### src/rtl/decoder.sv
// RV32I decode stage: pops one instruction per cycle from the instruction queue,
// expands it into op class, register indices and immediate, and holds the result
// in a single output register handed to dispatch under a valid/stall handshake.
module decoder (
   input  logic        clk,
   input  logic        rst,
   input  logic        is_empty_from_iq,
   input  logic [31:0] instr_from_iq,
   input  logic [31:0] pc_from_iq,
   input  logic        is_stall_from_rs,
   input  logic        is_exception_from_rob,
   output logic        is_receive_to_iq,
   output logic        is_instr_to_rs,
   output logic [5:0]  op_to_rs,
   output logic [4:0]  rd_to_rs,
   output logic [4:0]  rs1_to_rs,
   output logic [4:0]  rs2_to_rs,
   output logic [31:0] imm_to_rs,
   output logic [31:0] pc_to_rs
);

   // Major opcodes
   localparam logic [6:0] OpcLui    = 7'b0110111;
   localparam logic [6:0] OpcAuipc  = 7'b0010111;
   localparam logic [6:0] OpcJal    = 7'b1101111;
   localparam logic [6:0] OpcJalr   = 7'b1100111;
   localparam logic [6:0] OpcBranch = 7'b1100011;
   localparam logic [6:0] OpcLoad   = 7'b0000011;
   localparam logic [6:0] OpcStore  = 7'b0100011;
   localparam logic [6:0] OpcOpImm  = 7'b0010011;
   localparam logic [6:0] OpcOp     = 7'b0110011;

   // Only two funct7 values are legal; the alternate one selects SUB/SRA/SRAI
   localparam logic [6:0] F7Base = 7'b0000000;
   localparam logic [6:0] F7Alt  = 7'b0100000;

   // Decoded operation codes seen by dispatch
   localparam logic [5:0] OpInvalid = 6'd0;
   localparam logic [5:0] OpLui     = 6'd1;
   localparam logic [5:0] OpAuipc   = 6'd2;
   localparam logic [5:0] OpJal     = 6'd3;
   localparam logic [5:0] OpJalr    = 6'd4;
   localparam logic [5:0] OpBeq     = 6'd5;
   localparam logic [5:0] OpBne     = 6'd6;
   localparam logic [5:0] OpBlt     = 6'd7;
   localparam logic [5:0] OpBge     = 6'd8;
   localparam logic [5:0] OpBltu    = 6'd9;
   localparam logic [5:0] OpBgeu    = 6'd10;
   localparam logic [5:0] OpLb      = 6'd11;
   localparam logic [5:0] OpLh      = 6'd12;
   localparam logic [5:0] OpLw      = 6'd13;
   localparam logic [5:0] OpLbu     = 6'd14;
   localparam logic [5:0] OpLhu     = 6'd15;
   localparam logic [5:0] OpSb      = 6'd16;
   localparam logic [5:0] OpSh      = 6'd17;
   localparam logic [5:0] OpSw      = 6'd18;
   localparam logic [5:0] OpAddi    = 6'd19;
   localparam logic [5:0] OpSlti    = 6'd20;
   localparam logic [5:0] OpSltiu   = 6'd21;
   localparam logic [5:0] OpXori    = 6'd22;
   localparam logic [5:0] OpOri     = 6'd23;
   localparam logic [5:0] OpAndi    = 6'd24;
   localparam logic [5:0] OpSlli    = 6'd25;
   localparam logic [5:0] OpSrli    = 6'd26;
   localparam logic [5:0] OpSrai    = 6'd27;
   localparam logic [5:0] OpAdd     = 6'd28;
   localparam logic [5:0] OpSub     = 6'd29;
   localparam logic [5:0] OpSll     = 6'd30;
   localparam logic [5:0] OpSlt     = 6'd31;
   localparam logic [5:0] OpSltu    = 6'd32;
   localparam logic [5:0] OpXor     = 6'd33;
   localparam logic [5:0] OpSrl     = 6'd34;
   localparam logic [5:0] OpSra     = 6'd35;
   localparam logic [5:0] OpOr      = 6'd36;
   localparam logic [5:0] OpAnd     = 6'd37;

   // Instruction format drives which fields and which immediate are exposed
   typedef enum logic [2:0] {
      FmtNone,
      FmtR,
      FmtI,
      FmtSh,
      FmtS,
      FmtB,
      FmtU,
      FmtJ
   } fmt_e;

   logic [6:0]  opcode;
   logic [2:0]  funct3;
   logic [6:0]  funct7;

   logic [5:0]  dec_op;
   fmt_e        dec_fmt;
   fmt_e        cand_fmt;
   logic [4:0]  dec_rd;
   logic [4:0]  dec_rs1;
   logic [4:0]  dec_rs2;
   logic [31:0] dec_imm;

   logic        take;

   logic        valid_q, valid_d;
   logic [5:0]  op_q, op_d;
   logic [4:0]  rd_q, rd_d;
   logic [4:0]  rs1_q, rs1_d;
   logic [4:0]  rs2_q, rs2_d;
   logic [31:0] imm_q, imm_d;
   logic [31:0] pc_q, pc_d;

   assign opcode = instr_from_iq[6:0];
   assign funct3 = instr_from_iq[14:12];
   assign funct7 = instr_from_iq[31:25];

   // Classify the instruction into an op code and its encoding format
   always_comb begin
      dec_op   = OpInvalid;
      cand_fmt = FmtNone;
      case (opcode)
         OpcLui: begin
            dec_op   = OpLui;
            cand_fmt = FmtU;
         end
         OpcAuipc: begin
            dec_op   = OpAuipc;
            cand_fmt = FmtU;
         end
         OpcJal: begin
            dec_op   = OpJal;
            cand_fmt = FmtJ;
         end
         OpcJalr: begin
            cand_fmt = FmtI;
            if (funct3 == 3'b000) dec_op = OpJalr;
         end
         OpcBranch: begin
            cand_fmt = FmtB;
            case (funct3)
               3'b000:  dec_op = OpBeq;
               3'b001:  dec_op = OpBne;
               3'b100:  dec_op = OpBlt;
               3'b101:  dec_op = OpBge;
               3'b110:  dec_op = OpBltu;
               3'b111:  dec_op = OpBgeu;
               default: dec_op = OpInvalid;
            endcase
         end
         OpcLoad: begin
            cand_fmt = FmtI;
            case (funct3)
               3'b000:  dec_op = OpLb;
               3'b001:  dec_op = OpLh;
               3'b010:  dec_op = OpLw;
               3'b100:  dec_op = OpLbu;
               3'b101:  dec_op = OpLhu;
               default: dec_op = OpInvalid;
            endcase
         end
         OpcStore: begin
            cand_fmt = FmtS;
            case (funct3)
               3'b000:  dec_op = OpSb;
               3'b001:  dec_op = OpSh;
               3'b010:  dec_op = OpSw;
               default: dec_op = OpInvalid;
            endcase
         end
         OpcOpImm: begin
            cand_fmt = FmtI;
            case (funct3)
               3'b000:  dec_op = OpAddi;
               3'b010:  dec_op = OpSlti;
               3'b011:  dec_op = OpSltiu;
               3'b100:  dec_op = OpXori;
               3'b110:  dec_op = OpOri;
               3'b111:  dec_op = OpAndi;
               3'b001: begin
                  cand_fmt = FmtSh;
                  if (funct7 == F7Base) dec_op = OpSlli;
               end
               3'b101: begin
                  cand_fmt = FmtSh;
                  if (funct7 == F7Base) dec_op = OpSrli;
                  else if (funct7 == F7Alt) dec_op = OpSrai;
               end
               default: dec_op = OpInvalid;
            endcase
         end
         OpcOp: begin
            cand_fmt = FmtR;
            if (funct7 == F7Base) begin
               case (funct3)
                  3'b000:  dec_op = OpAdd;
                  3'b001:  dec_op = OpSll;
                  3'b010:  dec_op = OpSlt;
                  3'b011:  dec_op = OpSltu;
                  3'b100:  dec_op = OpXor;
                  3'b101:  dec_op = OpSrl;
                  3'b110:  dec_op = OpOr;
                  default: dec_op = OpAnd;
               endcase
            end else if (funct7 == F7Alt) begin
               case (funct3)
                  3'b000:  dec_op = OpSub;
                  3'b101:  dec_op = OpSra;
                  default: dec_op = OpInvalid;
               endcase
            end
         end
         default: dec_op = OpInvalid;
      endcase
      // An unrecognised funct inside a known opcode exposes no fields
      dec_fmt = (dec_op == OpInvalid) ? FmtNone : cand_fmt;
   end

   // Extract register indices and immediate according to the format
   always_comb begin
      dec_rd  = 5'd0;
      dec_rs1 = 5'd0;
      dec_rs2 = 5'd0;
      dec_imm = 32'd0;
      case (dec_fmt)
         FmtR: begin
            dec_rd  = instr_from_iq[11:7];
            dec_rs1 = instr_from_iq[19:15];
            dec_rs2 = instr_from_iq[24:20];
         end
         FmtI: begin
            dec_rd  = instr_from_iq[11:7];
            dec_rs1 = instr_from_iq[19:15];
            dec_imm = {{20{instr_from_iq[31]}}, instr_from_iq[31:20]};
         end
         FmtSh: begin
            dec_rd  = instr_from_iq[11:7];
            dec_rs1 = instr_from_iq[19:15];
            dec_imm = {27'd0, instr_from_iq[24:20]};
         end
         FmtS: begin
            dec_rs1 = instr_from_iq[19:15];
            dec_rs2 = instr_from_iq[24:20];
            dec_imm = {{20{instr_from_iq[31]}}, instr_from_iq[31:25], instr_from_iq[11:7]};
         end
         FmtB: begin
            dec_rs1 = instr_from_iq[19:15];
            dec_rs2 = instr_from_iq[24:20];
            dec_imm = {{19{instr_from_iq[31]}}, instr_from_iq[31], instr_from_iq[7],
                       instr_from_iq[30:25], instr_from_iq[11:8], 1'b0};
         end
         FmtU: begin
            dec_rd  = instr_from_iq[11:7];
            dec_imm = {instr_from_iq[31:12], 12'd0};
         end
         FmtJ: begin
            dec_rd  = instr_from_iq[11:7];
            dec_imm = {{11{instr_from_iq[31]}}, instr_from_iq[31], instr_from_iq[19:12],
                       instr_from_iq[20], instr_from_iq[30:21], 1'b0};
         end
         default: ;
      endcase
   end

   // Pop handshake and next output-register state; flush overrides everything
   always_comb begin
      take    = !is_empty_from_iq && !is_exception_from_rob && (!valid_q || !is_stall_from_rs);
      valid_d = valid_q;
      op_d    = op_q;
      rd_d    = rd_q;
      rs1_d   = rs1_q;
      rs2_d   = rs2_q;
      imm_d   = imm_q;
      pc_d    = pc_q;
      if (is_exception_from_rob) begin
         valid_d = 1'b0;
      end else if (take) begin
         valid_d = 1'b1;
         op_d    = dec_op;
         rd_d    = dec_rd;
         rs1_d   = dec_rs1;
         rs2_d   = dec_rs2;
         imm_d   = dec_imm;
         pc_d    = pc_from_iq;
      end else if (valid_q && !is_stall_from_rs) begin
         valid_d = 1'b0;
      end
   end

   // Output register with asynchronous clear
   always_ff @(posedge clk or posedge rst) begin
      if (rst) begin
         valid_q <= 1'b0;
         op_q    <= 6'd0;
         rd_q    <= 5'd0;
         rs1_q   <= 5'd0;
         rs2_q   <= 5'd0;
         imm_q   <= 32'd0;
         pc_q    <= 32'd0;
      end else begin
         valid_q <= valid_d;
         op_q    <= op_d;
         rd_q    <= rd_d;
         rs1_q   <= rs1_d;
         rs2_q   <= rs2_d;
         imm_q   <= imm_d;
         pc_q    <= pc_d;
      end
   end

   // Pop is suppressed while reset is held so the queue never drains into a cleared stage
   assign is_receive_to_iq = take && !rst;
   assign is_instr_to_rs   = valid_q;
   assign op_to_rs         = op_q;
   assign rd_to_rs         = rd_q;
   assign rs1_to_rs        = rs1_q;
   assign rs2_to_rs        = rs2_q;
   assign imm_to_rs        = imm_q;
   assign pc_to_rs         = pc_q;

endmodule

### config.mk
export PLATFORM = sky130hd
export DESIGN_NAME = decoder
export DESIGN_NICKNAME = d
export VERILOG_FILES = /design/src/rtl/decoder.sv
export SDC_FILE = /design/constraint.sdc
export NUM_CORES = 1
export LEC_CHECK = 0
export CAP_MARGIN = 20
export CORE_ASPECT_RATIO = 1.1
export CORE_MARGIN = 4
export CORE_UTILIZATION = 48
export DETAILED_ROUTE_END_ITERATION = 12
export PLACE_DENSITY = 0.94
export SKIP_CTS_REPAIR_TIMING = 1
export SYNTH_ARGS = -nofsm -noshare
export SYNTH_HDL_FRONTEND = slang
export SYNTH_SLANG_ARGS = --single-unit
### constraint.sdc
create_clock -name clk -period 7 [get_ports clk]
set_input_delay 1.75 -clock clk [delete_from_list [all_inputs] [get_ports clk]]
set_output_delay 1.75 -clock clk [all_outputs]
set_load 0.05 [all_outputs]
==> impl_metrics.json <==
{
  "outcome": "finished clean",
  "hold_class": "reg -> reg",
  "whs_path_depth": 2,
  "syn_area_mm2": 0.004292,
  "cts_tree": "done",
  "overflow": 0,
  "synthTopCellsByArea": "dfrtp_1 50%, nand2_1 14%, nand3_1 3.4%",
  "slowest_stage": "clkdlybuf4s50_1",
  "worstMarginPinSlew_ps": 905.4,
  "regArea_mm2": 0.002152,
  "grt_max_degree": 91,
  "rsz0062_at_grt": "false",
  "avgSynthCellArea_um2": 9.035,
  "clkTransAtPathRegs_ps": 80,
  "port_buffers": 155,
  "max_stage_delay_ps": 810,
  "skew_ps": 9.349,
  "vdd_drop_max_v": 0.0001000,
  "path_cells": "clkdlybuf4s50_1 > nor2_1 > nand2_2 > nor2_1 > clkdlybuf4s50_1",
  "worst-setup-path-type": "in -> out",
  "hold_viol": 0,
  "floorplan.die.height_um": 107.2,
  "async_flop_share_pct": 100.0,
  "holdPathEnd": "pc_to_rs[31]",
  "required_ps": 5250,
  "syn_to_final_growth_pct": 40.55,
  "slew_viol_final": 0,
  "drive_gt1_share_pct": 6.169,
  "yosys_warnings": 0,
  "route.detailed.drc": 0,
  "cap_violations": 0,
  "clock_path_buffers": 2,
  "grt_pass1_wl_um": 20190,
  "min_period_ps": 5153,
  "gp_congestion": 0.9427,
  "critPathLaunchType": "primary input",
  "firstDrtPassIters": 5,
  "cts_buffers": 9,
  "ys_seq_elements": 86,
  "initial_core_util_pct": 50.26,
  "nets": 680,
  "die_area_mm2": 0.01052,
  "min-delay-start": "pc_to_rs[31]",
  "r2r_cells": 6,
  "cts_root_buf": "clkbuf_8",
  "fmax_mhz": 194.1,
  "setup_tns_ps": 0,
  "wl_per_cell_um": 17.89,
  "reg2reg_slack_ps": 4730,
  "ys_seq_area_share_pct": 50.15,
  "syn_inst": 475,
  "yosys.area.top_type": "dfrtp_1",
  "via_per_inst": 5.816,
  "grt.total_usage_pct": 23.81,
  "end_kind": "output pin",
  "multi_input_area_mm2": 0.001939,
  "reg2reg_from": "is_instr_to_rs",
  "timing.rr.end": "imm_to_rs[27]",
  "core-area_mm2": 0.008539,
  "worst_ep_arrival_time_ps": 3400,
  "antenna_found_initial": 0,
  "die_x_um": 98.16,
  "htree_num_levels": 3,
  "nFillCells": 651,
  "grt_pass1_vias": 3861,
  "syn_nets": 544,
  "relSlewSlack_pct": 39.64,
  "synth.distinct_cells": 65,
  "clk_latency_ps": 350,
  "antenna_cells": 0,
  "leakage_nw": 2.681,
  "fin_util_pct": 70.64,
  "hpwlAfterDp_um": 9280,
  "cellPowerDensity_mw_per_mm2": 202.6,
  "ant_nets": 0,
  "dr.first_iter.drc_count": 294,
  "yosysTopAreaCellShare_pct": 50.15,
  "layout_worst_path_cycle_share_pct": 73.62,
  "routed_wl_um": 13010,
  "setup_violations": 0,
  "synthFlopType": "dfrtp_1",
  "io_pins": 156,
  "startpoint": "is_empty_from_iq",
  "crit_fanout": 2,
  "cts_sinks": 86,
  "synth_edf_count": 0,
  "rows": 35,
  "num_vias": 4228
}
[worst max path at each step]
stage | endpoint | cells after the start
6_report | is_receive_to_iq | 5
5_1_grt | is_receive_to_iq | 5
4_1_cts | is_receive_to_iq | 5
3_5_place_dp | is_receive_to_iq | 5
3_3_place_gp | is_receive_to_iq | 5
2_1_floorplan | is_receive_to_iq | 4
[state kept, by name, indices dropped and copies added (netlist names)]
register	flops
rs1_to_rs	5
is_instr_to_rs	1
rs2_to_rs	5
pc_to_rs	32
rd_to_rs	5
op_to_rs	6
imm_to_rs	32
[metrics by stage]
step | cell area, µm² | setup WS (ps) | hold slack (ps) | power [mW] | cells
after detailed placement | 5828 | 1852 | 461.4 | 0.9137 | 710
after global routing | 6032 | 1734 | 496.6 | 1.268 | 727
after CTS | 6005 | 1832 | 480.7 | 1.226 | 726
final | 6032 | 1847 | 479.0 | 1.222 | 727
after global placement | 5828 | 1867 | 456.1 | 0.9043 | 710
after floorplan | 4292 | 2347 | 741.0 | 0.7739 | 475
[cell families (layout without fill, tap and decap cells)]
logic type                 Yosys count  after routing  share of synthesized area [%]
AOI/OAI and AO/OA                   94             94                          16.97
xor gates and xnor gates             3              3                         0.7873
adders and majority gates            1              1                         0.2332
buffers and inverters               39            180                          4.752
DFF                                 86             86                          50.15
muxes                                1              1                         0.2624
and+or+nand+nor                    251            251                          26.85
[layout make-up]
cell class	instances	share of cell area (%)
Clock buffer	11	2.344
Clock inverter	5	0.5808
Inverter	4	0.2697
Multi-Input combinational cell	350	32.15
Sequential cell	86	35.68
Tap cell	111	2.302
Timing Repair Buffer	160	26.67
[cell usage after synthesis (8+ instances only)]
cell type	n
a22o_1	8
nand3_1	29
nor2_1	19
dfrtp_1	86
nand2b_1	8
clkbuf_1	16
o21ai_0	13
nand2_1	157
a21oi_1	23
a221o_1	8
buf_2	10
nor3_1	9
[per-layer routing]
layer | track usage (%) | routed length (µm)
met1 | 30.40 | 5072
met2 | 40.76 | 6428
met3 | 4.294 | 1174
met4 | 8.293 | 328
met5 | 0 | 0
[layout by cell type, fill, tap and decap left out, drive strengths merged, types with 5 or more instances in the layout]
cell	Yosys	final
dfrtp	86	86
nor2	19	19
a22o	8	8
clkinv	0	5
nor3	9	9
nand2	158	158
clkbuf	16	11
a32o	6	6
a32oi	5	5
o21ai	15	15
nand3	29	29
clkdlybuf4s50	0	155
nand2b	8	8
a21oi	23	23
buf	19	5
a221o	8	8
[power by group]
part | internal (mW) | switching (mW)
sequential | 0.531 | 0.0193
combinational | 0.125 | 0.231
clock | 0.139 | 0.177
[critical path, delay by kind of cell]
family / cells / cell delay (ps)
simple gates: 3 / 410
buf+inv: 2 / 1240
Power figures use the tool's default switching activity.
